`src/rtl/alu_issue_if.sv`:
```
// ID/EX issue-stage bundle: IF/ID instruction, register file read port,
// writeback forwarding sources, and the registered ID/EX outputs that
// feed the ALU. The stage itself is the slave; its environment is the master.
interface alu_issue_if;
    // IF/ID side
    logic        id_valid;
    logic [31:0] id_instr;
    logic        flush;
    logic        stall;

    // Register file read ports
    logic [4:0]  rs_addr;
    logic [4:0]  rt_addr;
    logic [31:0] rf_data_a;
    logic [31:0] rf_data_b;

    // Forwarding sources
    logic [31:0] alu_result;
    logic        mem_regwrite;
    logic [4:0]  mem_rd;
    logic [31:0] mem_result;
    logic        wb_regwrite;
    logic [4:0]  wb_rd;
    logic [31:0] wb_result;

    // ID/EX pipeline register outputs
    logic        ex_valid;
    logic [31:0] BussA;
    logic [31:0] BussB;
    logic [1:0]  ALUControl;
    logic [4:0]  ex_rd;
    logic        ex_regwrite;
    logic        ex_memread;
    logic        ex_memwrite;
    logic [31:0] ex_store_data;

    modport slave (
        input  id_valid, id_instr, flush,
        input  rf_data_a, rf_data_b,
        input  alu_result,
        input  mem_regwrite, mem_rd, mem_result,
        input  wb_regwrite, wb_rd, wb_result,
        output stall, rs_addr, rt_addr,
        output ex_valid, BussA, BussB, ALUControl, ex_rd,
        output ex_regwrite, ex_memread, ex_memwrite, ex_store_data
    );

    modport master (
        output id_valid, id_instr, flush,
        output rf_data_a, rf_data_b,
        output alu_result,
        output mem_regwrite, mem_rd, mem_result,
        output wb_regwrite, wb_rd, wb_result,
        input  stall, rs_addr, rt_addr,
        input  ex_valid, BussA, BussB, ALUControl, ex_rd,
        input  ex_regwrite, ex_memread, ex_memwrite, ex_store_data
    );
endinterface

```
`src/rtl/alu_issue_stage.sv`:
```
// ID/EX issue stage for the five-stage MIPS pipeline: decodes the IF/ID
// instruction into an ALU control code, forwards both source operands from
// EX/MEM/WB, detects load-use hazards and registers everything into ID/EX.
module alu_issue_stage (
    input  logic        clk,
    input  logic        reset,
    alu_issue_if.slave  bus
);
    localparam logic [5:0] OP_RTYPE = 6'b000000;
    localparam logic [5:0] OP_ADDI  = 6'b001000;
    localparam logic [5:0] OP_LW    = 6'b100011;
    localparam logic [5:0] OP_SW    = 6'b101011;

    localparam logic [5:0] FN_ADD   = 6'b100000;
    localparam logic [5:0] FN_ADDU  = 6'b100001;
    localparam logic [5:0] FN_SUB   = 6'b100010;
    localparam logic [5:0] FN_XOR   = 6'b100110;
    localparam logic [5:0] FN_SLT   = 6'b101010;

    typedef enum logic [1:0] {
        ALU_ADD = 2'b00,
        ALU_XOR = 2'b01,
        ALU_SUB = 2'b10,
        ALU_SLT = 2'b11
    } alu_ctrl_e;

    // Instruction fields
    logic [5:0]  opcode;
    logic [5:0]  funct;
    logic [4:0]  rs;
    logic [4:0]  rt;
    logic [4:0]  rd_field;
    logic [31:0] imm_sext;
    logic        unused_shamt;

    assign opcode       = bus.id_instr[31:26];
    assign rs           = bus.id_instr[25:21];
    assign rt           = bus.id_instr[20:16];
    assign rd_field     = bus.id_instr[15:11];
    assign funct        = bus.id_instr[5:0];
    assign imm_sext     = {{16{bus.id_instr[15]}}, bus.id_instr[15:0]};
    assign unused_shamt = ^bus.id_instr[10:6];

    assign bus.rs_addr = rs;
    assign bus.rt_addr = rt;

    // ID/EX pipeline register
    logic        ex_valid_q,    ex_valid_d;
    logic        ex_regwrite_q, ex_regwrite_d;
    logic        ex_memread_q,  ex_memread_d;
    logic        ex_memwrite_q, ex_memwrite_d;
    logic [31:0] bussa_q,       bussa_d;
    logic [31:0] bussb_q,       bussb_d;
    logic [31:0] store_data_q,  store_data_d;
    logic [4:0]  ex_rd_q,       ex_rd_d;
    alu_ctrl_e   alu_ctrl_q,    alu_ctrl_d;

    // Decode results
    alu_ctrl_e   dec_ctrl;
    logic        dec_regwrite;
    logic        dec_memread;
    logic        dec_memwrite;
    logic        dec_use_imm;
    logic        dec_reads_rt;
    logic [4:0]  dec_rd;

    // Decode opcode/funct into ALU control, destination and memory controls
    always_comb begin
        dec_ctrl     = ALU_ADD;
        dec_regwrite = 1'b0;
        dec_memread  = 1'b0;
        dec_memwrite = 1'b0;
        dec_use_imm  = 1'b0;
        dec_reads_rt = 1'b1;   // conservative: unknown encodings are treated as rt readers
        dec_rd       = 5'd0;
        case (opcode)
            OP_RTYPE: begin
                case (funct)
                    FN_ADD, FN_ADDU: begin
                        dec_ctrl     = ALU_ADD;
                        dec_regwrite = 1'b1;
                        dec_rd       = rd_field;
                    end
                    FN_SUB: begin
                        dec_ctrl     = ALU_SUB;
                        dec_regwrite = 1'b1;
                        dec_rd       = rd_field;
                    end
                    FN_XOR: begin
                        dec_ctrl     = ALU_XOR;
                        dec_regwrite = 1'b1;
                        dec_rd       = rd_field;
                    end
                    FN_SLT: begin
                        dec_ctrl     = ALU_SLT;
                        dec_regwrite = 1'b1;
                        dec_rd       = rd_field;
                    end
                    default: ;  // unknown funct decodes as a NOP
                endcase
            end
            OP_ADDI: begin
                dec_use_imm  = 1'b1;
                dec_reads_rt = 1'b0;
                dec_regwrite = 1'b1;
                dec_rd       = rt;
            end
            OP_LW: begin
                dec_use_imm  = 1'b1;
                dec_reads_rt = 1'b0;
                dec_regwrite = 1'b1;
                dec_memread  = 1'b1;
                dec_rd       = rt;
            end
            OP_SW: begin
                dec_use_imm  = 1'b1;
                dec_memwrite = 1'b1;
            end
            default: ;
        endcase
        // Writes to $0 are architecturally discarded
        if (dec_rd == 5'd0) begin
            dec_regwrite = 1'b0;
        end
    end

    // Forwarding: the EX stage only forwards ALU results, never load data
    logic        ex_fwd_ok;
    logic [4:0]  src_addr [2];
    logic [31:0] src_rf   [2];
    logic [31:0] src_fwd  [2];

    assign ex_fwd_ok   = ex_valid_q & ex_regwrite_q & ~ex_memread_q;
    assign src_addr[0] = rs;
    assign src_addr[1] = rt;
    assign src_rf[0]   = bus.rf_data_a;
    assign src_rf[1]   = bus.rf_data_b;

    generate
        for (genvar gi = 0; gi < 2; gi++) begin : g_fwd
            // Resolve one source operand: $0, then EX, MEM, WB, register file
            always_comb begin
                src_fwd[gi] = src_rf[gi];
                if (src_addr[gi] == 5'd0) begin
                    src_fwd[gi] = 32'd0;
                end else if (ex_fwd_ok && ex_rd_q == src_addr[gi]) begin
                    src_fwd[gi] = bus.alu_result;
                end else if (bus.mem_regwrite && bus.mem_rd == src_addr[gi]) begin
                    src_fwd[gi] = bus.mem_result;
                end else if (bus.wb_regwrite && bus.wb_rd == src_addr[gi]) begin
                    src_fwd[gi] = bus.wb_result;
                end
            end
        end
    endgenerate

    // Load-use hazard: the load in EX has no data yet, so hold IF/ID one cycle
    logic hazard_rs;
    logic hazard_rt;
    logic stall;
    logic load_en;

    assign hazard_rs = (ex_rd_q == rs);
    assign hazard_rt = dec_reads_rt & (ex_rd_q == rt);
    assign stall     = bus.id_valid & ~bus.flush & ex_valid_q & ex_memread_q
                       & (ex_rd_q != 5'd0) & (hazard_rs | hazard_rt);
    assign load_en   = bus.id_valid & ~bus.flush & ~stall;
    assign bus.stall = stall;

    // Next ID/EX contents: decoded instruction, or a bubble that keeps data fields
    always_comb begin
        ex_valid_d    = 1'b0;
        ex_regwrite_d = 1'b0;
        ex_memread_d  = 1'b0;
        ex_memwrite_d = 1'b0;
        bussa_d       = bussa_q;
        bussb_d       = bussb_q;
        store_data_d  = store_data_q;
        ex_rd_d       = ex_rd_q;
        alu_ctrl_d    = alu_ctrl_q;
        if (load_en) begin
            ex_valid_d    = 1'b1;
            ex_regwrite_d = dec_regwrite;
            ex_memread_d  = dec_memread;
            ex_memwrite_d = dec_memwrite;
            bussa_d       = src_fwd[0];
            bussb_d       = dec_use_imm ? imm_sext : src_fwd[1];
            store_data_d  = src_fwd[1];
            ex_rd_d       = dec_rd;
            alu_ctrl_d    = dec_ctrl;
        end
    end

    // ID/EX register with immediate clear on reset
    always_ff @(posedge clk or posedge reset) begin
        if (reset) begin
            ex_valid_q    <= 1'b0;
            ex_regwrite_q <= 1'b0;
            ex_memread_q  <= 1'b0;
            ex_memwrite_q <= 1'b0;
            bussa_q       <= 32'd0;
            bussb_q       <= 32'd0;
            store_data_q  <= 32'd0;
            ex_rd_q       <= 5'd0;
            alu_ctrl_q    <= ALU_ADD;
        end else begin
            ex_valid_q    <= ex_valid_d;
            ex_regwrite_q <= ex_regwrite_d;
            ex_memread_q  <= ex_memread_d;
            ex_memwrite_q <= ex_memwrite_d;
            bussa_q       <= bussa_d;
            bussb_q       <= bussb_d;
            store_data_q  <= store_data_d;
            ex_rd_q       <= ex_rd_d;
            alu_ctrl_q    <= alu_ctrl_d;
        end
    end

    assign bus.ex_valid      = ex_valid_q;
    assign bus.ex_regwrite   = ex_regwrite_q;
    assign bus.ex_memread    = ex_memread_q;
    assign bus.ex_memwrite   = ex_memwrite_q;
    assign bus.BussA         = bussa_q;
    assign bus.BussB         = bussb_q;
    assign bus.ex_store_data = store_data_q;
    assign bus.ex_rd         = ex_rd_q;
    assign bus.ALUControl    = alu_ctrl_q;
endmodule
```
`src/flat_wrapper.sv`:
```
// flat-port wrapper written by rule: the top's interface ports become plain ports
module alu_issue_stage_flat 
  (clk, reset, bus_id_valid, bus_id_instr, bus_flush, bus_rf_data_a, bus_rf_data_b, bus_alu_result, bus_mem_regwrite, bus_mem_rd, bus_mem_result, bus_wb_regwrite, bus_wb_rd, bus_wb_result, bus_stall, bus_rs_addr, bus_rt_addr, bus_ex_valid, bus_BussA, bus_BussB, bus_ALUControl, bus_ex_rd, bus_ex_regwrite, bus_ex_memread, bus_ex_memwrite, bus_ex_store_data);
  alu_issue_if bus_i ();
  input  logic clk;
  input  logic reset;
  input wire logic [$bits(bus_i.id_valid)-1:0] bus_id_valid;
  input wire logic [$bits(bus_i.id_instr)-1:0] bus_id_instr;
  input wire logic [$bits(bus_i.flush)-1:0] bus_flush;
  input wire logic [$bits(bus_i.rf_data_a)-1:0] bus_rf_data_a;
  input wire logic [$bits(bus_i.rf_data_b)-1:0] bus_rf_data_b;
  input wire logic [$bits(bus_i.alu_result)-1:0] bus_alu_result;
  input wire logic [$bits(bus_i.mem_regwrite)-1:0] bus_mem_regwrite;
  input wire logic [$bits(bus_i.mem_rd)-1:0] bus_mem_rd;
  input wire logic [$bits(bus_i.mem_result)-1:0] bus_mem_result;
  input wire logic [$bits(bus_i.wb_regwrite)-1:0] bus_wb_regwrite;
  input wire logic [$bits(bus_i.wb_rd)-1:0] bus_wb_rd;
  input wire logic [$bits(bus_i.wb_result)-1:0] bus_wb_result;
  output wire logic [$bits(bus_i.stall)-1:0] bus_stall;
  output wire logic [$bits(bus_i.rs_addr)-1:0] bus_rs_addr;
  output wire logic [$bits(bus_i.rt_addr)-1:0] bus_rt_addr;
  output wire logic [$bits(bus_i.ex_valid)-1:0] bus_ex_valid;
  output wire logic [$bits(bus_i.BussA)-1:0] bus_BussA;
  output wire logic [$bits(bus_i.BussB)-1:0] bus_BussB;
  output wire logic [$bits(bus_i.ALUControl)-1:0] bus_ALUControl;
  output wire logic [$bits(bus_i.ex_rd)-1:0] bus_ex_rd;
  output wire logic [$bits(bus_i.ex_regwrite)-1:0] bus_ex_regwrite;
  output wire logic [$bits(bus_i.ex_memread)-1:0] bus_ex_memread;
  output wire logic [$bits(bus_i.ex_memwrite)-1:0] bus_ex_memwrite;
  output wire logic [$bits(bus_i.ex_store_data)-1:0] bus_ex_store_data;
  assign bus_i.id_valid = bus_id_valid;
  assign bus_i.id_instr = bus_id_instr;
  assign bus_i.flush = bus_flush;
  assign bus_i.rf_data_a = bus_rf_data_a;
  assign bus_i.rf_data_b = bus_rf_data_b;
  assign bus_i.alu_result = bus_alu_result;
  assign bus_i.mem_regwrite = bus_mem_regwrite;
  assign bus_i.mem_rd = bus_mem_rd;
  assign bus_i.mem_result = bus_mem_result;
  assign bus_i.wb_regwrite = bus_wb_regwrite;
  assign bus_i.wb_rd = bus_wb_rd;
  assign bus_i.wb_result = bus_wb_result;
  assign bus_stall = bus_i.stall;
  assign bus_rs_addr = bus_i.rs_addr;
  assign bus_rt_addr = bus_i.rt_addr;
  assign bus_ex_valid = bus_i.ex_valid;
  assign bus_BussA = bus_i.BussA;
  assign bus_BussB = bus_i.BussB;
  assign bus_ALUControl = bus_i.ALUControl;
  assign bus_ex_rd = bus_i.ex_rd;
  assign bus_ex_regwrite = bus_i.ex_regwrite;
  assign bus_ex_memread = bus_i.ex_memread;
  assign bus_ex_memwrite = bus_i.ex_memwrite;
  assign bus_ex_store_data = bus_i.ex_store_data;
  alu_issue_stage u_core (.clk(clk), .reset(reset), .bus(bus_i));
endmodule
```
`config.mk`:
```
export PLATFORM = sky130hd
export DESIGN_NAME = alu_issue_stage_flat
export DESIGN_NICKNAME = d
export VERILOG_FILES = /design/src/rtl/alu_issue_if.sv /design/src/rtl/alu_issue_stage.sv /design/src/flat_wrapper.sv
export SDC_FILE = /design/constraint.sdc
export NUM_CORES = 1
export LEC_CHECK = 0
export ABC_CLOCK_PERIOD_IN_PS = 3600
export CAP_MARGIN = 20
export CORE_MARGIN = 10
export CORE_UTILIZATION = 38
export DETAILED_ROUTE_END_ITERATION = 8
export PLACE_DENSITY = 0.84
export RECOVER_POWER = 25
export SYNTH_ARGS = -nofsm -noshare
export SYNTH_HDL_FRONTEND = slang
export SYNTH_SLANG_ARGS = --single-unit
export TNS_END_PERCENT = 50
```
`constraint.sdc`:
```
create_clock -name clk -period 3.6 [get_ports clk]
set_input_delay 0.54 -clock clk [delete_from_list [all_inputs] [get_ports clk]]
set_output_delay 0.54 -clock clk [all_outputs]
set_load 0.005 [all_outputs]
```
==> reports/results.md <==
| Item | This run | Unit |
| --- | --- | --- |
| Type of element launching the critical path | input port | - |
| Final ANT Viol Nets | 0 | - |
| Total via count in the routed design | 7816 | - |
| Pin count of the biggest net entering global routing | 55 | - |
| Endpoint kind of the worst setup timing path | output port | - |
| FILL cells | 1555 | - |
| Data arrival time of the critical path | 2.73 | ns |
| Drt initial violations | 654 | - |
| Layout Nets | 1243 | - |
| Count of H-tree levels built during CTS | 3 | - |
| Static Leakage | 0.00396 | uW |
| TritonCTS clock tree | yes | - |
| Maximum clock rate | 306 | MHz |
| Final Hold Fails | 0 | - |
| Overall die height | 155 | um |
| Die Wd | 155 | um |
| Post-Synthesis Cells | 753 | - |
| Number of global-route vias before repair | 8213 | - |
| Maximum clock path buffer count | 2 | - |
| Length in cells of the worst reg-to-reg path | 6 | - |
| Mapped cell area | 6940 | sq um |
| Final worst path period need | 3.27 | ns |
| Run status | finished, violations left | - |
| Synthesized area divided by synthesized cell count | 9.22 | sq um |
| Clock Pin Slew Worst Setup and Hold Paths | 0.08 | ns |
| Clock network latency to the later pin of the worst-skew pair | 0.35 | ns |
| Pin slew with the least headroom to its limit | 2.20 | ns |
| First-pass GRT wire length | 48300 | um |
| Fraction of final layout cells sized beyond drive strength 1 | 12.4 | % |
| Required time at the endpoint of the critical path | 3.06 | ns |
| Final setup violating endpoints | 0 | - |
| Most frequent cells in the layout | clkdlybuf4s50_1, dfrtp_1, nand2_1 | - |
| Number of antenna violations at the first check in global routing | 0 | - |
| Die Outline Area | 24100 | sq um |
| Cts bufs inserted | 9 | - |
| Post-synth EDFFs | 0 | - |
| Number of distinct library cells after synthesis | 46 | - |
| Number of gates resized after CTS | 0 | - |
| Most used flip-flop cell after synthesis | dfrtp_1 | - |
| Post-CTS setup buffer count | 0 | - |
| Overall global routing resource usage | 25.4 | % |
| First-pass DRT Iterations | 5 | - |
| Number of inserted diodes | 0 | - |
| Critical setup path kind | in -> out | - |
| Total negative setup slack | 0 | ns |
| Clock Sinks | 107 | - |
| Max-capacitance violation count | 1 | - |
| Clk Tree Root Cell | clkbuf_16 | - |
| Violated checks | capacitance limit, slew limit | - |
| Inst Count DP | 1253 | - |
| Count of input and output buffers | 325 | - |
| Gr ovfl total | 0 | - |
| Slew Viols, Final | 54 | - |
| Non-filler instance count after layout | 1269 | - |
| Post-synthesis sequential area ratio | 38.6 | % |
| RD Place Congestion | 0.912 | - |
| Syn-to-layout area delta | 54.0 | % |
| Detail-routed net length per standard cell | 25.3 | um |
| Fraction of synthesis flops using an asynchronous set or reset pin | 100 | % |
| Core outline area | 18000 | sq um |
| Number of vias per cell after detailed routing | 6.16 | - |
| Count of cells along the worst hold path | 2 | - |
| Slew HR | -47.1 | % |
| Remaining design rule violation count | 0 | - |
| Hold-fix buffer count after cts | 0 | - |
| Critical-path maximum fanout | 8 | - |
| Number of flip-flops and latches in the synthesized netlist | 107 | - |
| Net count after synthesis | 961 | - |
| Post-detail-place hpwl | 23900 | um |
| Final worst clock skew | 0.0144 | ns |
| Total area of multi-input combinational cells | 3880 | sq um |
| Period Utilization, post-route | 90.8 | % |
| Register area | 2680 | sq um |
| Number of top-level pins | 326 | - |
| DRT Wirelength | 32100 | um |
| Row count | 49 | - |
| Power per cell area | 343 | nW/um^2 |
| Maximum ir drop on the vdd rail | 205 | uV |
| Most common cell after layout, fill and taps aside | clkdlybuf4s50_1 | - |
| Unrepaired setup endpoints after global routing | false | - |
| Effective utilization at floorplan | 38.7 | % |
| Total number of yosys warnings | 0 | - |
| Worst min-delay path category | reg -> reg | - |
-- critical path, cell delays in order --
cell	delay, ns
clkdlybuf4s50_1	0.48
or3_1	0.12
nor3_1	0.05
mux2_2	0.38
or3_1	0.40
a21oi_1	0.19
clkdlybuf4s50_1	0.55
-- worst paths after layout --
kind / from / to / slack [ns]
setup / recovery: bus_id_instr[26] / bus_stall / 0.33
hold / removal: u_core.bus.BussA[25]$_DFFE_PP0P_ / u_core.bus.BussA[25]$_DFFE_PP0P_ / 0.49
setup reg to reg: u_core.bus.ex_rd[1]$_DFFE_PP0P_ / u_core.bus.BussB[8]$_DFFE_PP0P_ / 0.81
hold reg to reg: u_core.bus.BussA[25]$_DFFE_PP0P_ / u_core.bus.BussA[25]$_DFFE_PP0P_ / 0.49
max in group asynchronous: reset / u_core.bus.ex_rd[2]$_DFFE_PP0P_ / 0.95
min in group asynchronous: reset / u_core.bus.ex_store_data[6]$_DFFE_PP0P_ / 1.36
-- power breakdown --
part	switching, uW	leakage (uW)	internal [uW]
Clock	501	0.000139	490
Sequential	106	0.00132	1370
Combinational	480	0.00250	718
Total	1090	0.00396	2580
-- stage by stage --
step	worst slack, ns	util (%)	instance area [sq um]	power [uW]	hold WS, ns
3_5_place_dp	0.281	57.9	10400	2690	0.469
6_report	0.332	59.5	10700	3670	0.488
3_3_place_gp	0.339	57.9	10400	2670	0.460
5_1_grt	0.263	59.5	10700	3820	0.518
4_1_cts	0.364	59.5	10700	3690	0.489
2_1_floorplan	0.243	-	6940	1890	0.470
-- Yosys cell counts (2+ instances only) --
cell type / instances / area (sq um)
a21oi_1: 17 / 85.1
a221o_1: 32 / 320
a22oi_1: 5 / 37.5
a311o_1: 15 / 150
a311oi_1: 17 / 149
and2_1: 18 / 113
and3_1: 3 / 18.8
and4_1: 2 / 17.5
buf_1: 2 / 7.51
buf_2: 23 / 115
buf_4: 10 / 75.1
clkbuf_1: 53 / 199
dfrtp_1: 107 / 2680
inv_1: 2 / 7.51
mux2_2: 64 / 721
nand2_1: 78 / 293
nand3_1: 4 / 20.0
nand4_1: 35 / 219
nor2_1: 22 / 82.6
nor2b_1: 2 / 12.5
nor3_1: 36 / 180
nor4_1: 2 / 12.5
o21a_1: 17 / 128
o21ai_0: 63 / 315
o21ai_1: 7 / 35.0
o221ai_1: 32 / 280
o31ai_1: 2 / 15.0
or3_1: 34 / 213
or4_1: 3 / 22.5
xnor2_1: 18 / 158
xor2_1: 13 / 114
-- cell type report --
| type | instances | area share (%) |
|---|---|---|
| clock inverter | 7 | 0.667 |
| clock buffer | 9 | 2.11 |
| tap | 229 | 2.68 |
| inverter | 3 | 0.105 |
| sequential | 107 | 25.0 |
| timing repair buffer | 361 | 33.1 |
| multi-input combinational | 553 | 36.3 |
-- metal layers --
metal	GRT usage [%]	vias up	wire length, um
li1	-	3405	-
met5	0	-	0
met3	7.20	111	3490
met1	30.6	3755	12600
met4	12.6	0	1580
met2	40.7	545	14500
-- state kept, by name (all words and copies together), names as in the netlist --
signal,flops
u_core.bus.ex_memwrite,1
u_core.bus.ex_rd,5
u_core.bus.BussB,32
u_core.bus.BussA,32
u_core.bus.ex_valid,1
u_core.bus.ex_regwrite,1
u_core.bus.ex_memread,1
u_core.bus.ALUControl,2
u_core.bus.ex_store_data,32
-- cells by family after synthesis --
kind of cell	Yosys count	share of synthesized area, %
muxes	65	10.5
DFF	107	38.6
AOI/OAI and AO/OA	212	22.8
buffers and inverters	93	6.11
and+or+nand+nor	245	18.1
xor gates and xnor gates	31	3.91
Power figures use the tool's default switching activity.
